==> config.mk <==
export PLATFORM = sky130hd
export DESIGN_NAME = keypad_scanner
export DESIGN_NICKNAME = d
export VERILOG_FILES = /design/src/rtl/keypad_scanner.sv
export SDC_FILE = /design/constraint.sdc
export NUM_CORES = 1
export LEC_CHECK = 0
export ABC_AREA = 1
export BUFFER_PORTS_ARGS = -buffer_cell sky130_fd_sc_hd__buf_4
export CAP_MARGIN = 30
export CORE_ASPECT_RATIO = 0.6
export CORE_MARGIN = 1.5
export CORE_UTILIZATION = 40
export DETAILED_ROUTE_END_ITERATION = 16
export GPL_ROUTABILITY_DRIVEN = 1
export PLACE_DENSITY = 0.65
export SLEW_MARGIN = 20
export SYNTH_ARGS = -nofsm -noshare
export SYNTH_HDL_FRONTEND = slang
export SYNTH_SLANG_ARGS = --single-unit
==> constraint.sdc <==
create_clock -name clk -period 4 [get_ports clk]
set_input_delay 0.4 -clock clk [delete_from_list [all_inputs] [get_ports clk]]
set_output_delay 0.4 -clock clk [all_outputs]
set_load 0.02 [all_outputs]
==> src/rtl/keypad_scanner.sv <==
// 4x4 keypad column scanner with 2-flop row synchronizer, ghost rejection and
// frame-based debounce of keys 0..9. Reset is synchronous and active-high.
module keypad_scanner #(
  parameter int unsigned SCAN_CYCLES     = 1000,
  parameter int unsigned DEBOUNCE_FRAMES = 4
) (
  input  logic       clk,
  input  logic       rstn,
  input  logic [3:0] row,
  output logic [3:0] col,
  output logic [9:0] key_value,
  output logic       frame_done
);

  localparam int unsigned DW = $clog2(SCAN_CYCLES);
  localparam int unsigned CW = (DEBOUNCE_FRAMES > 1) ? $clog2(DEBOUNCE_FRAMES) : 1;
  localparam logic [DW-1:0] DLast  = DW'(SCAN_CYCLES - 1);
  localparam logic [CW-1:0] CntMax = CW'(DEBOUNCE_FRAMES - 1);

  typedef enum logic {StScan, StEval} state_e;

  state_e        state_q;
  logic [1:0]    c_q;
  logic [DW-1:0] d_q;
  logic [3:0]    col_q;
  logic          frame_done_q;
  logic [9:0]    key_value_q;
  logic [9:0]    prev_snap_q;
  logic [CW-1:0] stable_cnt_q;
  logic [15:0]   fb_q;
  logic [3:0]    row_meta_q;
  logic [3:0]    row_s_q;

  logic [9:0]    snap_raw;
  logic [9:0]    snap;
  logic [CW-1:0] stable_cnt_d;

  // Keys 10..15 are scanned into the buffer but never reach the snapshot.
  logic unused_fb;
  assign unused_fb = ^fb_q[15:10];

  assign col        = col_q;
  assign frame_done = frame_done_q;
  assign key_value  = key_value_q;

  // Two-flop synchronizer; idle rows read as all ones.
  always_ff @(posedge clk) begin
    if (rstn) begin
      row_meta_q <= 4'hF;
      row_s_q    <= 4'hF;
    end else begin
      row_meta_q <= row;
      row_s_q    <= row_meta_q;
    end
  end

  // Snapshot with multi-key rejection, and the post-update debounce count.
  always_comb begin
    snap_raw = fb_q[9:0];
    snap     = ((snap_raw & (snap_raw - 10'd1)) != 10'd0) ? 10'd0 : snap_raw;
    if (snap != prev_snap_q) begin
      stable_cnt_d = '0;
    end else if (stable_cnt_q == CntMax) begin
      stable_cnt_d = stable_cnt_q;
    end else begin
      stable_cnt_d = stable_cnt_q + CW'(1);
    end
  end

  // Scan/eval FSM with registered col, frame_done and key_value.
  always_ff @(posedge clk) begin
    if (rstn) begin
      state_q      <= StScan;
      c_q          <= 2'd0;
      d_q          <= '0;
      col_q        <= 4'b1110;
      frame_done_q <= 1'b0;
      key_value_q  <= 10'd0;
      prev_snap_q  <= 10'd0;
      stable_cnt_q <= '0;
      fb_q         <= 16'd0;
    end else begin
      unique case (state_q)
        StScan: begin
          frame_done_q <= 1'b0;
          if (d_q == DLast) begin
            fb_q[{c_q, 2'b00} +: 4] <= ~row_s_q;
            d_q <= '0;
            if (c_q != 2'd3) begin
              c_q   <= c_q + 2'd1;
              col_q <= ~(4'b0001 << (c_q + 2'd1));
            end else begin
              state_q      <= StEval;
              col_q        <= 4'b1111;
              frame_done_q <= 1'b1;
            end
          end else begin
            d_q <= d_q + DW'(1);
          end
        end
        StEval: begin
          state_q      <= StScan;
          c_q          <= 2'd0;
          d_q          <= '0;
          col_q        <= 4'b1110;
          frame_done_q <= 1'b0;
          prev_snap_q  <= snap;
          stable_cnt_q <= stable_cnt_d;
          if (stable_cnt_d == CntMax) key_value_q <= snap;
        end
        default: state_q <= StScan;
      endcase
    end
  end

endmodule
==> impl_metrics.tcl <==
set metrics [dict create \
    fillCellCount 650 \
    rows 22 \
    synth_area_leaders "dfxtp_1 (44%), nand2_1 (12%), nor2_1 (9.5%)" \
    avgSynthCellArea_sq_um 7.06 \
    cts_root_buffer "clkbuf_8" \
    postCtsSetupBuffers 0 \
    synth_top_area_frac 0.439 \
    finClkSkew_ns 0.0106 \
    setup_tns_ns 0 \
    numCtsBuffers 9 \
    slew_viol_final 0 \
    min_period_ns 2.75 \
    max-cap-violations 0 \
    crit_path_end_kind "flop" \
    clkTransAtPathRegs_ns 0.06 \
    post-route-period-util 0.686 \
    clock_latency_ns 0.34 \
    clockBufferDepth 2 \
    overflow 0 \
    cts_hold_buf 0 \
    ys.flop_type "dfxtp_1" \
    cts.sinks 57 \
    h-tree-depth 3 \
    portBuffers 20 \
    die-area_sq_um 7010 \
    crit_type "reg -> reg" \
    grt_pass1_vias 1996 \
    p_total_w 0.00114 \
    wl_per_cell_um 11.6 \
    ys_seq_elements 57 \
    cp_max_fo 20 \
    rsz0062_at_grt "no" \
    first_pass_iters 4 \
    status "finished, final reports clean" \
    min_path_type "in -> reg" \
    vdd_ir_drop_max_uv 233 \
    synth_common_cells "nand2_1 (82), nor2_1 (66), dfxtp_1 (57), inv_1 (57), nand3_1 (14)" \
    cp-start-kind "flop" \
    area.growth.synth_to_final_pct 15.2 \
    die_h_um 65.4 \
    async_flop_share 0 \
    synth_cell_types 29 \
    drt_iter0_drc 142 \
    initial_utilization 0.420 \
    cellPowerDensity_nw_per_um2 380 \
    place_congestion 0.879 \
    yosysTopAreaCell "dfxtp_1" \
    syn-num-nets 380 \
    setup_violations 0 \
    synthCells 368 \
    fp.coreArea_sq_um 6190 \
    antenna_found_initial 0 \
    cts_tree "built" \
    synth_most_common_cell "nand2_1" \
    hold_viol_final 0 \
    synth_edf_count 0 \
    viasPerCell 4.64 \
    max_freq_mhz 364 \
    diodes 0 \
    cp.required_ns 4.26 \
    cts-resized-gates 0 \
    drive_gt1_frac 0.127 \
    yosysWarnings 0 \
    antenna_left 0 \
    slew_headroom 0.579 \
    syn_area_sq_um 2600 \
    io_pins 21 \
    track_usage 0.180 \
    p_leak_nw 1.44 \
    routed_wl_um 5540 \
    crit_arrival_ns 3.01 \
    dp_hpwl_um 3980 \
    grt_max_degree 21 \
    grt_pass1_wl_um 9590 \
    nNetsFinal 402 \
    tightest_slew_ns 0.630 \
    dieWidth_um 107 \
    route.detailed.drc 0 \
    ys_seq_area_frac 0.439 \
    vias 2220 \
]
==> area by class of cell <==
cell class / instances / area [sq um] / share of cell area
multi-input combinational: 242 / 1180 / 0.393
sequential: 57 / 1140 / 0.381
inverter: 60 / 225 / 0.0752
clock buffer: 12 / 155 / 0.0518
timing repair buffer: 20 / 150 / 0.0501
tap: 84 / 105 / 0.0351
clock inverter: 3 / 40.0 / 0.0134
==> per-stage QoR <==
step                utilization  std cells  hold WS (ns)  area [sq um]  setup WS (ns)
finish                    0.483        478         0.244          2990           1.25
global route              0.483        478         0.224          2990          0.900
detailed placement        0.452        463         0.397          2800           1.34
floorplan                     -        368         0.389          2600           2.07
CTS                       0.483        478         0.232          2990           1.30
global placement          0.452        463         0.392          2800           1.37
==> worst paths after layout <==
kind                       from             to  slack (ns)  cells past startpoint
hold / removal           row[2]  row_meta_q[2]        0.24                      2
setup / recovery        fb_q[5]   key_value[0]        1.25                     15
setup reg to reg        fb_q[5]   key_value[0]        1.25                     15
hold reg to reg   row_meta_q[0]     row_s_q[0]        0.41                      1
==> routing by layer <==
layer | track usage | up-vias | part of all wire
met5 | 0 | - | 0
met4 | 0.0533 | 0 | 0.0045
met3 | 0.0685 | 2 | 0.043
met2 | 0.247 | 40 | 0.39
met1 | 0.259 | 980 | 0.56
li1 | - | 1198 | -
==> cell families (layout without fill, tap and decap cells) <==
logic type | Yosys count | after routing | synth area share
AOI/OAI and AO/OA | 42 | 42 | 0.0968
adders and majority gates | 6 | 6 | 0.0289
DFF | 57 | 57 | 0.439
buffers and inverters | 69 | 95 | 0.108
xor gates and xnor gates | 3 | 3 | 0.0101
and+or+nand+nor | 191 | 191 | 0.317
==> critical path, cell delays in order (launching register included) <==
cell and delay [ns]:
dfxtp_1 0.36, nor2_1 0.20, nand2_1 0.08, o21ai_1 0.11, nand2_1 0.07, nor2_2 0.42
nand2_1 0.20, nor2_1 0.16, nand2_1 0.06, nand2_1 0.06, nand2_1 0.05, nor2_1 0.19
nand3_2 0.36, nand2_1 0.15, nand2_1 0.06, nor2_1 0.14
==> sequential cells by signal, indices dropped and copies added (netlist names) <==
signal / cells
key_value: 10
stable_cnt_q: 2
c_q: 2
col: 4
row_meta_q: 4
d_q: 10
row_s_q: 4
frame_done: 1
prev_snap_q: 10
fb_q: 10
==> power breakdown <==
| group | internal (W) | total, W | switching, W | leakage (nW) |
|---|---|---|---|---|
| Combinational | 0.00000857 | 0.0000230 | 0.0000144 | 0.876 |
| Sequential | 0.000574 | 0.000577 | 0.00000310 | 0.462 |
| Clock | 0.000316 | 0.000537 | 0.000221 | 0.102 |
| Total | 0.000899 | 0.00114 | 0.000238 | 1.44 |
==> placed cells by master (no fill, tap or decap), types with 2 or more instances in the layout <==
cell type  instances
clkinv_2           2
o22ai_1           10
o31ai_1            2
o21ai_0            7
clkbuf_8          11
a21oi_1           12
o41ai_1            2
or2_2              8
nor2_2             3
o21ai_1            2
nand3_2            4
a211oi_1           3
inv_1             57
ha_1               6
o21a_1             3
xor2_1             3
nor3_1             4
nor2_1            66
nand4_1            7
buf_4             20
nand2_1           82
clkinv_1           3
dfxtp_1           57
nand3_1           14
Note: power is estimated with default switching activity, not from simulation.
